`src/rtl/rgb_pkg.sv`:
```
// Shared constants and types for the RGB PWM driver.
package rgb_pkg;

  localparam int CH_W = 8;
  localparam logic [CH_W-1:0] PWM_MAX = 8'd254;

  localparam int R_HI = 23;
  localparam int R_LO = 16;
  localparam int G_HI = 15;
  localparam int G_LO = 8;
  localparam int B_HI = 7;
  localparam int B_LO = 0;

  typedef struct packed {
    logic [CH_W-1:0] r;
    logic [CH_W-1:0] g;
    logic [CH_W-1:0] b;
  } rgb_t;

endpackage

```
`src/rtl/pwm_channel.sv`:
```
// One colour channel: duty/target registers, optional fade stepping
// (RGB_PWM_FADE_EN) and the registered duty compare.
module pwm_channel
  import rgb_pkg::*;
#(
  parameter int FADE_STEP = 1
) (
  input  logic            clk,
  input  logic            rst,
  input  logic            enable,
  input  logic            sample,
  input  logic [CH_W-1:0] cnt,
  input  logic [CH_W-1:0] level,
  output logic            pwm,
  output logic            differs
);

  if (FADE_STEP < 1 || FADE_STEP > 255) begin : g_bad_step
    $error("pwm_channel: FADE_STEP must be 1..255");
  end

  logic [CH_W-1:0] duty;
  logic [CH_W-1:0] next_duty;

`ifdef RGB_PWM_FADE_EN
  localparam logic [CH_W-1:0] STEP = CH_W'(FADE_STEP);

  logic [CH_W-1:0] target;
  logic [CH_W-1:0] gap_up;
  logic [CH_W-1:0] gap_dn;

  assign gap_up = level - duty;
  assign gap_dn = duty - level;

  // Step is clamped to the remaining gap so duty lands exactly on the target.
  always_comb begin
    next_duty = duty;
    if (duty < level) begin
      next_duty = duty + ((gap_up < STEP) ? gap_up : STEP);
    end else if (duty > level) begin
      next_duty = duty - ((gap_dn < STEP) ? gap_dn : STEP);
    end
  end

  always_ff @(posedge clk or posedge rst) begin
    if (rst) begin
      target <= '0;
    end else if (!enable || sample) begin
      target <= level;
    end
  end

  assign differs = (duty != target);
`else
  assign next_duty = level;
  assign differs   = 1'b0;
`endif

  // While disabled the duty tracks the colour directly so a restart never fades.
  always_ff @(posedge clk or posedge rst) begin
    if (rst) begin
      duty <= '0;
      pwm  <= 1'b0;
    end else begin
      pwm <= enable & (cnt < duty);
      if (!enable) begin
        duty <= level;
      end else if (sample) begin
        duty <= next_duty;
      end
    end
  end

endmodule

```
`src/rtl/rgb_pwm_driver.sv`:
```
// Three-channel PWM driver for an RGB LED; colours change only on period
// boundaries. Optional fade toward new colours: define RGB_PWM_FADE_EN.
module rgb_pwm_driver
  import rgb_pkg::*;
#(
  parameter int PRESCALE  = 1,
  parameter int FADE_STEP = 1
) (
  input  logic        clk,
  input  logic        rst,
  input  logic        enable,
  input  logic [23:0] light,
  output logic        pwm_r,
  output logic        pwm_g,
  output logic        pwm_b,
  output logic        period_end,
  output logic        busy
);

  if (PRESCALE < 1) begin : g_bad_prescale
    $error("rgb_pwm_driver: PRESCALE must be >= 1");
  end

  localparam int PW = (PRESCALE > 1) ? $clog2(PRESCALE) : 1;

  logic [PW-1:0]   presc;
  logic [CH_W-1:0] cnt;
  logic            tick;
  logic            sample;
  logic [2:0]      differs;

  assign tick   = (presc == PW'(PRESCALE - 1));
  assign sample = enable & tick & (cnt == PWM_MAX);

  always_ff @(posedge clk or posedge rst) begin
    if (rst) begin
      presc <= '0;
      cnt   <= '0;
    end else if (!enable) begin
      presc <= '0;
      cnt   <= '0;
    end else if (tick) begin
      presc <= '0;
      cnt   <= (cnt == PWM_MAX) ? '0 : cnt + 1'b1;
    end else begin
      presc <= presc + 1'b1;
    end
  end

  always_ff @(posedge clk or posedge rst) begin
    if (rst) begin
      period_end <= 1'b0;
      busy       <= 1'b0;
    end else begin
      period_end <= sample;
      busy       <= |differs;
    end
  end

  pwm_channel #(.FADE_STEP(FADE_STEP)) u_ch_r (
    .clk(clk), .rst(rst), .enable(enable), .sample(sample), .cnt(cnt),
    .level(light[R_HI:R_LO]), .pwm(pwm_r), .differs(differs[2])
  );

  pwm_channel #(.FADE_STEP(FADE_STEP)) u_ch_g (
    .clk(clk), .rst(rst), .enable(enable), .sample(sample), .cnt(cnt),
    .level(light[G_HI:G_LO]), .pwm(pwm_g), .differs(differs[1])
  );

  pwm_channel #(.FADE_STEP(FADE_STEP)) u_ch_b (
    .clk(clk), .rst(rst), .enable(enable), .sample(sample), .cnt(cnt),
    .level(light[B_HI:B_LO]), .pwm(pwm_b), .differs(differs[0])
  );

endmodule

```
`config.mk`:
```
export PLATFORM = sky130hd
export DESIGN_NAME = rgb_pwm_driver
export DESIGN_NICKNAME = d
export VERILOG_FILES = /design/src/rtl/rgb_pkg.sv /design/src/rtl/pwm_channel.sv /design/src/rtl/rgb_pwm_driver.sv
export SDC_FILE = /design/constraint.sdc
export NUM_CORES = 1
export LEC_CHECK = 0
export BUFFER_PORTS_ARGS = -buffer_cell sky130_fd_sc_hd__buf_2
export CAP_MARGIN = 0
export CORE_MARGIN = 2
export CORE_UTILIZATION = 56
export DETAILED_ROUTE_END_ITERATION = 10
export PLACE_DENSITY = 0.83
export REMOVE_ABC_BUFFERS = 1
export SKIP_CTS_REPAIR_TIMING = 1
export SYNTH_ARGS = -nofsm -noshare
export SYNTH_HDL_FRONTEND = slang
export SYNTH_HIERARCHICAL = 1
export SYNTH_SLANG_ARGS = --single-unit
```
`constraint.sdc`:
```
create_clock -name clk -period 2.3 [get_ports clk]
set_input_delay 0.46 -clock clk [delete_from_list [all_inputs] [get_ports clk]]
set_output_delay 0.46 -clock clk [all_outputs]
set_load 0.03 [all_outputs]
```
==> impl_metrics.ini, run 1 <==
[status]
status = finished clean

[logic_synthesis]
synth_cell_types = 31
ys_ff_latch = 37
seq_area_frac_synth_pct = 43.71
syn_area_per_cell_sq_um = 10.14
ys.warnings.count = 6
syn_inst = 209
syn-cell-area_sq_um = 2118

[place]
dp_hpwl_um = 3041
portBuffers = 31
gp_congestion = 0.8957
placed_cells = 284

[power_and_ir_drop]
power_density_nw_per_um2 = 630.8
peakVddDrop_mv = 0.3648
leakagePower_nw = 1.247

[detailed_routing]
ant_nets = 0
firstDrtPassIters = 4
vias = 1558
route.detailed.drc = 0
routedWlPerCell_um = 13.69
viasPerCell = 5.336
wl_um = 3997
drtIter0Drc = 93

[clock_network]
clk-insertion-delay-late_ns = 0.30
cts_buffer_depth = 2
clk_pin_slew_ns = 0.08
cts_num_sinks = 37
cts-buffers-inserted = 5
htree_num_levels = 2
root_buffer = clkbuf_8
cts_tree = done

[critical_path]
critPathMaxFanout = 15
worstPathArrival_ns = 2.13
r2r-start = cnt[0]$_DFF_PP0_
slowest_delay_ns = 0.51
crit_path_top_delay_cell = dfrtp_1
path_cells = inv_1, ha_1, and3_1, and3_1, nand2b_4, mux2_4
end_kind = flip-flop
start_kind = flip-flop
cpMostUsedCell = and3_1
crit_start = cnt[0]$_DFF_PP0_
crit_type = flip-flop to flip-flop
rr_worst_depth = 6
crit_required_ns = 2.48

[run]
maxCapViolations = 0

[sta]
setup_viol = 0
finClkSkew_ns = 0.006287
setup_tns_ns = 0
worstMarginPinSlew_ns = 0.5134
finalHoldViolCount = 0
max_freq_ghz = 0.5135
fin_crit_sh_pct = 84.66
slew_viol_final = 0
grt_setup_unrepaired = no
holdWs_ns = 0.1401
period_minus_slack_ns = 1.947
relSlewSlack_pct = 65.41

[floorplan]
ios = 32
fp.coreArea_sq_um = 3661
dieArea_sq_um = 4291
die_w_um = 65.51
rows = 22
start_util_pct = 57.86
die_y_um = 65.51

[final_layout]
n_antenna_cell = 0
area_growth_pct = 13.64
nets = 293
layoutNonFillerInstCount = 292
drive_gt1_share_pct = 30.33

[global_route]
track_usage_pct = 22.08
grt-ovfl-total = 0
grt_pass1_wl_um = 6969
grt_max_degree = 16
grt_pass1_vias = 1606
antenna_found_initial = 0

[min_path]
min_path_type = primary input to asynchronous set/reset pin
[kinds of logic (layout without fill, tap and decap cells)]
group,Yosys count,in the layout,synth area share (%)
AND/OR/NAND/NOR,59,59,14.71
flip-flops,37,37,43.71
XOR/XNOR,2,2,0.8271
adder cells (fa/ha/maj),23,23,13.59
AO/OA/AOI/OAI,49,49,17.07
multiplexers,3,3,2.126
other,3,3,0.5316
buffers and inverters,33,68,7.442
[flip-flops by register name (all words and copies together) (netlist names)]
register,cells
busy,1
cnt,8
period_end,1
u_ch_b/duty,8
u_ch_b/pwm,1
u_ch_g/duty,8
u_ch_g/pwm,1
u_ch_r/duty,8
u_ch_r/pwm,1
[power by group]
| group | internal (mW) | switching, mW |
|---|---|---|
| clock network | 0.324 | 0.239 |
| registers | 0.696 | 0.0213 |
| logic | 0.0973 | 0.140 |
[metrics by stage]
step	worst slack (ns)	utilization, %	power, mW	cell area, sq um
after floorplan	0.5307	-	0.8939	2062
after global placement	0.4219	62.61	0.9560	2292
after CTS	0.3533	65.76	1.534	2407
final	0.3527	65.76	1.518	2407
after global routing	0.1907	65.76	1.596	2407
after detailed placement	0.3718	62.61	0.9695	2292
[area by class of cell]
class | instances | area, sq um
inverter | 27 | 101.3
multi-input combinational | 139 | 1035
clock buffer | 5 | 68.82
tap | 48 | 60.06
clock inverter | 3 | 46.29
fill | 317 | 1254
timing repair buffer | 33 | 170.2
sequential | 37 | 925.9
[worst max-delay path: cells and delay by family (launching register included)]
kind	cells	cell delay, ns
adders and majority gates	1	0.23
buffers and inverters	1	0.08
DFF	1	0.51
muxes	1	0.33
and+or+nand+nor	3	0.69
[worst paths after layout]
path	slack, ns	endpoint
max	0.35	u_ch_r/duty[0]$_DFFE_PP0P_
min	0.14	u_ch_g/duty[0]$_DFFE_PP0P_
max reg2reg	0.35	u_ch_r/duty[0]$_DFFE_PP0P_
min reg2reg	0.53	u_ch_b/duty[3]$_DFFE_PP0P_
max in group asynchronous	1.85	cnt[5]$_DFF_PP0_
min in group clk	0.36	u_ch_g/duty[3]$_DFFE_PP0P_
[Yosys cell counts]
| cell type | n | share of area, % |
|---|---|---|
| a211oi_1 | 6 | 2.1 |
| a21oi_1 | 6 | 1.4 |
| a31o_2 | 1 | 0.41 |
| and3_1 | 2 | 0.59 |
| and3_2 | 1 | 0.35 |
| and4_1 | 1 | 0.41 |
| and4_2 | 1 | 0.47 |
| buf_4 | 3 | 1.1 |
| buf_6 | 3 | 1.6 |
| conb_1 | 3 | 0.53 |
| dfrtp_1 | 37 | 44 |
| ha_1 | 23 | 14 |
| inv_1 | 27 | 4.8 |
| mux2_4 | 3 | 2.1 |
| nand2_1 | 25 | 4.4 |
| nand2b_4 | 3 | 1.9 |
| nand3_1 | 3 | 0.71 |
| nand4_1 | 3 | 0.89 |
| nand4_2 | 1 | 0.59 |
| nor2_1 | 11 | 1.9 |
| nor2b_1 | 6 | 1.8 |
| nor4_1 | 1 | 0.30 |
| o21a_1 | 1 | 0.35 |
| o21ai_0 | 8 | 1.9 |
| o21ai_1 | 3 | 0.71 |
| o21ai_2 | 21 | 8.7 |
| o221a_2 | 2 | 1.1 |
| o31a_1 | 1 | 0.41 |
| or3_1 | 1 | 0.30 |
| xnor2_1 | 1 | 0.41 |
| xor2_1 | 1 | 0.41 |
[layer usage]
layer	up-vias	global-route usage (%)	routed length [um]
met2	46	35.59	1889
met4	0	14.06	129
met5	-	0	0
met1	730	26.54	1767
li1	771	-	-
met3	11	5.137	211
[placed cells by master, fill, tap and decap left out, types with 2 or more instances in the layout]
cell / instances
o21ai_1: 3
clkbuf_8: 5
nand2_1: 25
dfrtp_1: 37
conb_1: 3
buf_4: 2
o21ai_0: 8
o21ai_2: 21
nor2b_1: 6
and3_1: 2
nand2b_4: 3
buf_2: 31
inv_1: 27
nand4_1: 3
nor2_1: 11
nand3_1: 3
a21oi_1: 6
a211oi_1: 6
ha_1: 23
o221a_2: 2
mux2_4: 3
Note: power is estimated with default switching activity, not from simulation.
==> run 2: changes to the inputs <==
- ABC_AREA: default -> 1
- CORE_UTILIZATION: 56 -> 51
- PLACE_DENSITY: 0.83 -> 0.79
- clock period: 2.3 -> 1.7 ns (I/O delays scaled with it)
==> run 2 against run 1 <==
Power up 27%. First-iteration DRC count down 42%. Synthesized cell count up 21%. Count of clock-buffer cells in the layout up 2. Sequential share of layout area down 1.9 points. Register-to-register slack worse by 0.21 ns. Combinational power up 48%. Critical path type unchanged. Largest cell class unchanged.
==> impl_metrics.ini, run 2 <==
[floorplan]
dieArea_sq_um = 4938
start_util_pct = 52.16
rows = 24
ios = 32
fp.coreArea_sq_um = 4294
die_w_um = 70.27
die_y_um = 70.27

[critical_path]
critPathBufInv = 2
cp_top_family = simple AND/OR/NAND/NOR gates
r2r-start = cnt[0]$_DFF_PP0_
critPathMaxFanout = 8
r2r_setup_slack_ns = 0.14
path_cells = inv_1, ha_1, nand2_1, nor2_1, nand2_2, nor2_2, or2_1, buf_4, nand2_1, o21ai_2
r2r_end = u_ch_b/duty[4]$_DFFE_PP0P_
crit_path_top_delay_cell = dfrtp_1
crit_required_ns = 1.92
cpMostUsedCell = nand2_1
worstPathArrival_ns = 1.77
rr_worst_depth = 10
crit_type = flip-flop to flip-flop
start_kind = flip-flop
end_kind = flip-flop
slowest_delay_ns = 0.39

[global_route]
antenna_found_initial = 0
track_usage_pct = 18.45
grt_pass1_wl_um = 7127
grt_pass1_vias = 1653
grt_max_degree = 17
grt-ovfl-total = 0

[logic_synthesis]
synthArstFlopShare_pct = 100.0
synth_cell_types = 22
ys.warnings.count = 6
synth-edff-count = 0
syn_area_per_cell_sq_um = 8.852
seq_area_frac_synth_pct = 41.34
syn_inst = 253
ys_ff_latch = 37
ys_top_cells_by_count = nand2_1 (56), inv_1 (46), dfrtp_1 (37)
yosys.area.top_type = dfrtp_1
synth_top_area_share_pct = 41.34
synth.most_common_cell = nand2_1
synthTopCellsByArea = dfrtp_1 (41%), ha_1 (13%), nand2_1 (9.4%), o21ai_2 (9.4%), inv_1 (7.7%)
syn-cell-area_sq_um = 2240
ys.flop_type = dfrtp_1

[sta]
period_minus_slack_ns = 1.556
finalHoldViolCount = 0
max_freq_ghz = 0.6427
holdWs_ns = 0.04188
setup_viol = 0
slew_viol_final = 0
fin_crit_sh_pct = 91.53
finClkSkew_ns = 0.004731

[clock_network]
root_buffer = clkbuf_8
htree_num_levels = 2
cts_buffer_depth = 2
cts_num_sinks = 37
cts-buffers-inserted = 5
cts_tree = done
clk-insertion-delay-late_ns = 0.29
clk_pin_slew_ns = 0.07

[min_path]
min_path_type = primary input to asynchronous set/reset pin

[place]
dp_hpwl_um = 3077
placed_area_sq_um = 2446
gp_congestion = 0.8203
placed_cells = 339
portBuffers = 31

[final_layout]
fillers = 384
fin_util_pct = 59.03
mostFrequentLayoutCell = nand2_1
layout_common_cells = nand2_1 (56), inv_1 (46), dfrtp_1 (37)
layoutNonFillerInstCount = 346
design_area_sq_um = 2535
drive_gt1_share_pct = 28.91
area_growth_pct = 13.18
nets = 344
n_antenna_cell = 0

[detailed_routing]
routedWlPerCell_um = 11.41
vias = 1633
firstDrtPassIters = 4
wl_um = 3949
route.detailed.drc = 0
ant_nets = 0
viasPerCell = 4.720
drtIter0Drc = 54

[power_and_ir_drop]
peakVddDrop_mv = 0.5092
power_density_nw_per_um2 = 761.5
leakagePower_nw = 1.437

[status]
status = finished clean

[run]
maxCapViolations = 0
==> run 2: changes by cell type after synthesis, sizes merged, moves of 4 or more <==
cell    before  now
nand2       25   65
inv         27   46
nor2        11   19
o21ai       32   24
a211oi       6    0
nor2b        6    0
nand3        3    8
o21bai       0    4
==> run 2: cell families after synthesis <==
logic type | share of synthesized area [%]
simple gates | 18.94
buf+inv | 12.91
flops | 41.34
compound gates | 12.29
fa+ha+maj | 12.85
xor+xnor | 1.173
other cells | 0.5028
==> run 2: how the worst max path moves through the flow <==
stage	start	cells after the start	slack [ns]	endpoint
2_1_floorplan	cnt[0]$_DFF_PP0_	9	-0.06	u_ch_b/duty[0]$_DFFE_PP0P_
3_3_place_gp	cnt[0]$_DFF_PP0_	10	0.18	u_ch_r/duty[6]$_DFFE_PP0P_
3_5_place_dp	cnt[0]$_DFF_PP0_	10	0.12	u_ch_b/duty[4]$_DFFE_PP0P_
4_1_cts	cnt[0]$_DFF_PP0_	10	0.1	u_ch_g/duty[1]$_DFFE_PP0P_
5_1_grt	cnt[0]$_DFF_PP0_	10	-0.006	u_ch_g/duty[3]$_DFFE_PP0P_
6_report	cnt[0]$_DFF_PP0_	10	0.14	u_ch_b/duty[4]$_DFFE_PP0P_
==> run 2: layout make-up <==
cell class / count / area, sq um / share of cell area (%)
Timing Repair Buffer: 43 / 257.7 / 10.17
Sequential cell: 37 / 925.9 / 36.53
Tap cell: 52 / 65.06 / 2.567
Multi-Input combinational cell: 161 / 1027 / 40.52
Clock buffer: 7 / 86.33 / 3.406
Inverter: 46 / 172.7 / 6.811
==> run 2: per-layer routing <==
layer | track usage, % | vias to the layer above | wire length, um
met4 | 5.983 | 0 | 59
met1 | 23.46 | 752 | 1860
li1 | - | 851 | -
met2 | 30.82 | 25 | 1870
met5 | 0 | - | 0
met3 | 4.473 | 5 | 158
==> run 2: power by group <==
| part | total (mW) | switching (mW) | leakage (nW) | internal (mW) |
|---|---|---|---|---|
| Sequential | 0.962 | 0.0198 | 0.459 | 0.942 |
| Clock | 0.616 | 0.294 | 0.0443 | 0.321 |
| Combinational | 0.353 | 0.211 | 0.933 | 0.142 |
==> run 2: per-stage QoR <==
| step | power [mW] | setup TNS, ns | setup slack (ns) |
|---|---|---|---|
| after detailed placement | 1.336 | 0 | 0.1201 |
| after floorplan | 1.217 | -1.179 | -0.06031 |
| after global placement | 1.321 | 0 | 0.1793 |
| final | 1.930 | 0 | 0.1441 |
| after CTS | 1.960 | 0 | 0.09515 |
| after global routing | 2.047 | -0.01172 | -0.006125 |
==> run 3: changes to the inputs <==
- ABC_AREA: 1 -> 0
- PLACE_DENSITY: 0.79 -> 0.8
==> run 3 against run 2 <==
Register-to-register slack lost 0.08 ns. Die area shrank 5.1%. Combinational power is essentially flat. Via count shrank 4.2%. Critical path depth shrank 2. Count of clock-buffer cells in the layout is the same. Sequential share of layout area grew 0.51 points. Routed wire length grew 6.5%.
==> impl_metrics.ini, run 3 (synthesized netlist as in run 1, its figures left out) <==
[place]
placed_cells = 299
gp_congestion = 0.8693
dp_hpwl_um = 3261
pre_cts_slack_ns = 0.05844
portBuffers = 31

[power_and_ir_drop]
power_density_nw_per_um2 = 774.0
peakVddDrop_mv = 0.3834
power.total_mw = 1.935
leakagePower_nw = 1.312

[final_layout]
nets = 307
layout_common_cells = dfrtp_1 (37), buf_2 (31), inv_1 (27)
multi_input_area_sq_um = 1036
mostFrequentLayoutCell = dfrtp_1
layoutNonFillerInstCount = 307
n_antenna_cell = 0
area_growth_pct = 18.02
ff_latch_area_sq_um = 925.9
drive_gt1_share_pct = 33.85
fillers = 336

[global_route]
track_usage_pct = 21.06
grt_pass1_wl_um = 7065
grt_pass1_vias = 1574
grt_max_degree = 15
antenna_found_initial = 0
grt-ovfl-total = 0

[detailed_routing]
vias = 1565
viasPerCell = 5.098
route.detailed.drc = 0
drtIter0Drc = 71
wl_um = 4206
routedWlPerCell_um = 13.70
firstDrtPassIters = 4
ant_nets = 0

[clock_network]
cts_tree = done
cts-buffers-inserted = 5
htree_num_levels = 2
root_buffer = clkbuf_8
clk-insertion-delay-late_ns = 0.29
clk_pin_slew_ns = 0.07
cts_num_sinks = 37
cts_buffer_depth = 2

[sta]
fin_crit_sh_pct = 95.98
slew_viol_final = 0
finalHoldViolCount = 0
holdWs_ns = 0.04054
period_minus_slack_ns = 1.632
max_freq_ghz = 0.6129
fin_ws_ns = 0.06835
finClkSkew_ns = 0.005788
setup_viol = 0
grt_setup_unrepaired = no

[status]
status = finished clean

[floorplan]
dieArea_sq_um = 4685
rows = 23
fp.coreArea_sq_um = 4000
ios = 32
die_y_um = 68.45
die_w_um = 68.45
start_util_pct = 52.96

[critical_path]
end_kind = flip-flop
worstPathArrival_ns = 1.81
start_kind = flip-flop
critPathMaxFanout = 8
crit_type = flip-flop to flip-flop
crit_required_ns = 1.88

[run]
maxCapViolations = 0

[min_path]
min_path_type = primary input to asynchronous set/reset pin
run 3: changes by cell type in the layout (fill, tap and decap cells not counted), moves of 4 or more:
cell | before | now
nand2_1 | 56 | 25
inv_1 | 46 | 27
nand2_2 | 8 | 0
o21ai_0 | 0 | 8
a211oi_1 | 0 | 6
nor2b_1 | 0 | 6
nand3_1 | 8 | 3
nor2_1 | 16 | 11
buf_4 | 11 | 15
o21bai_1 | 4 | 0
run 3: final cells by class:
class | count | share of cell area [%]
Clock buffer | 7 | 3.453
Tap cell | 50 | 2.503
Inverter | 27 | 4.054
Timing Repair Buffer | 47 | 11.51
Multi-Input combinational cell | 139 | 41.44
Sequential cell | 37 | 37.04
run 3: stage by stage:
step	TNS, ns	utilization, %	instance area [sq um]
floorplan	-0.2080	-	2062
detailed placement	0	60.12	2405
global route	0	62.50	2500
finish	0	62.50	2500
CTS	0	62.28	2491
global placement	0	60.12	2405
run 3: per-layer routing:
metal	routed length (um)	global-route usage (%)	vias to the layer above
li1	-	-	800
met1	1885	25.29	726
met2	2056	36.42	30
met3	188	5.428	9
met4	76	7.000	0
met5	0	0	-
run 3: power by group:
group | switching, mW | internal [mW]
logic | 0.205 | 0.151
clock network | 0.295 | 0.321
registers | 0.0193 | 0.943
total | 0.520 | 1.42
run 3: worst max-delay path, stage by stage, from the launching register on:
cell,delay [ns]
dfrtp_1,0.35
inv_1,0.05
ha_1,0.21
and3_1,0.19
and3_2,0.25
nand2b_4,0.16
buf_4,0.17
nand2_1,0.09
o21ai_2,0.06
run 3: worst paths after layout:
path,endpoint,slack [ns],from,cells after the start
setup / recovery,u_ch_r/duty[2]$_DFFE_PP0P_,0.07,cnt[0]$_DFF_PP0_,8
hold / removal,u_ch_b/duty[6]$_DFFE_PP0P_,0.04,rst,2
setup reg to reg,u_ch_r/duty[2]$_DFFE_PP0P_,0.07,cnt[0]$_DFF_PP0_,8
hold reg to reg,u_ch_b/duty[0]$_DFFE_PP0P_,0.51,u_ch_b/duty[0]$_DFFE_PP0P_,1
max in group asynchronous,cnt[2]$_DFF_PP0_,1.37,rst,2
min in group clk,u_ch_b/duty[7]$_DFFE_PP0P_,0.24,light[7],3
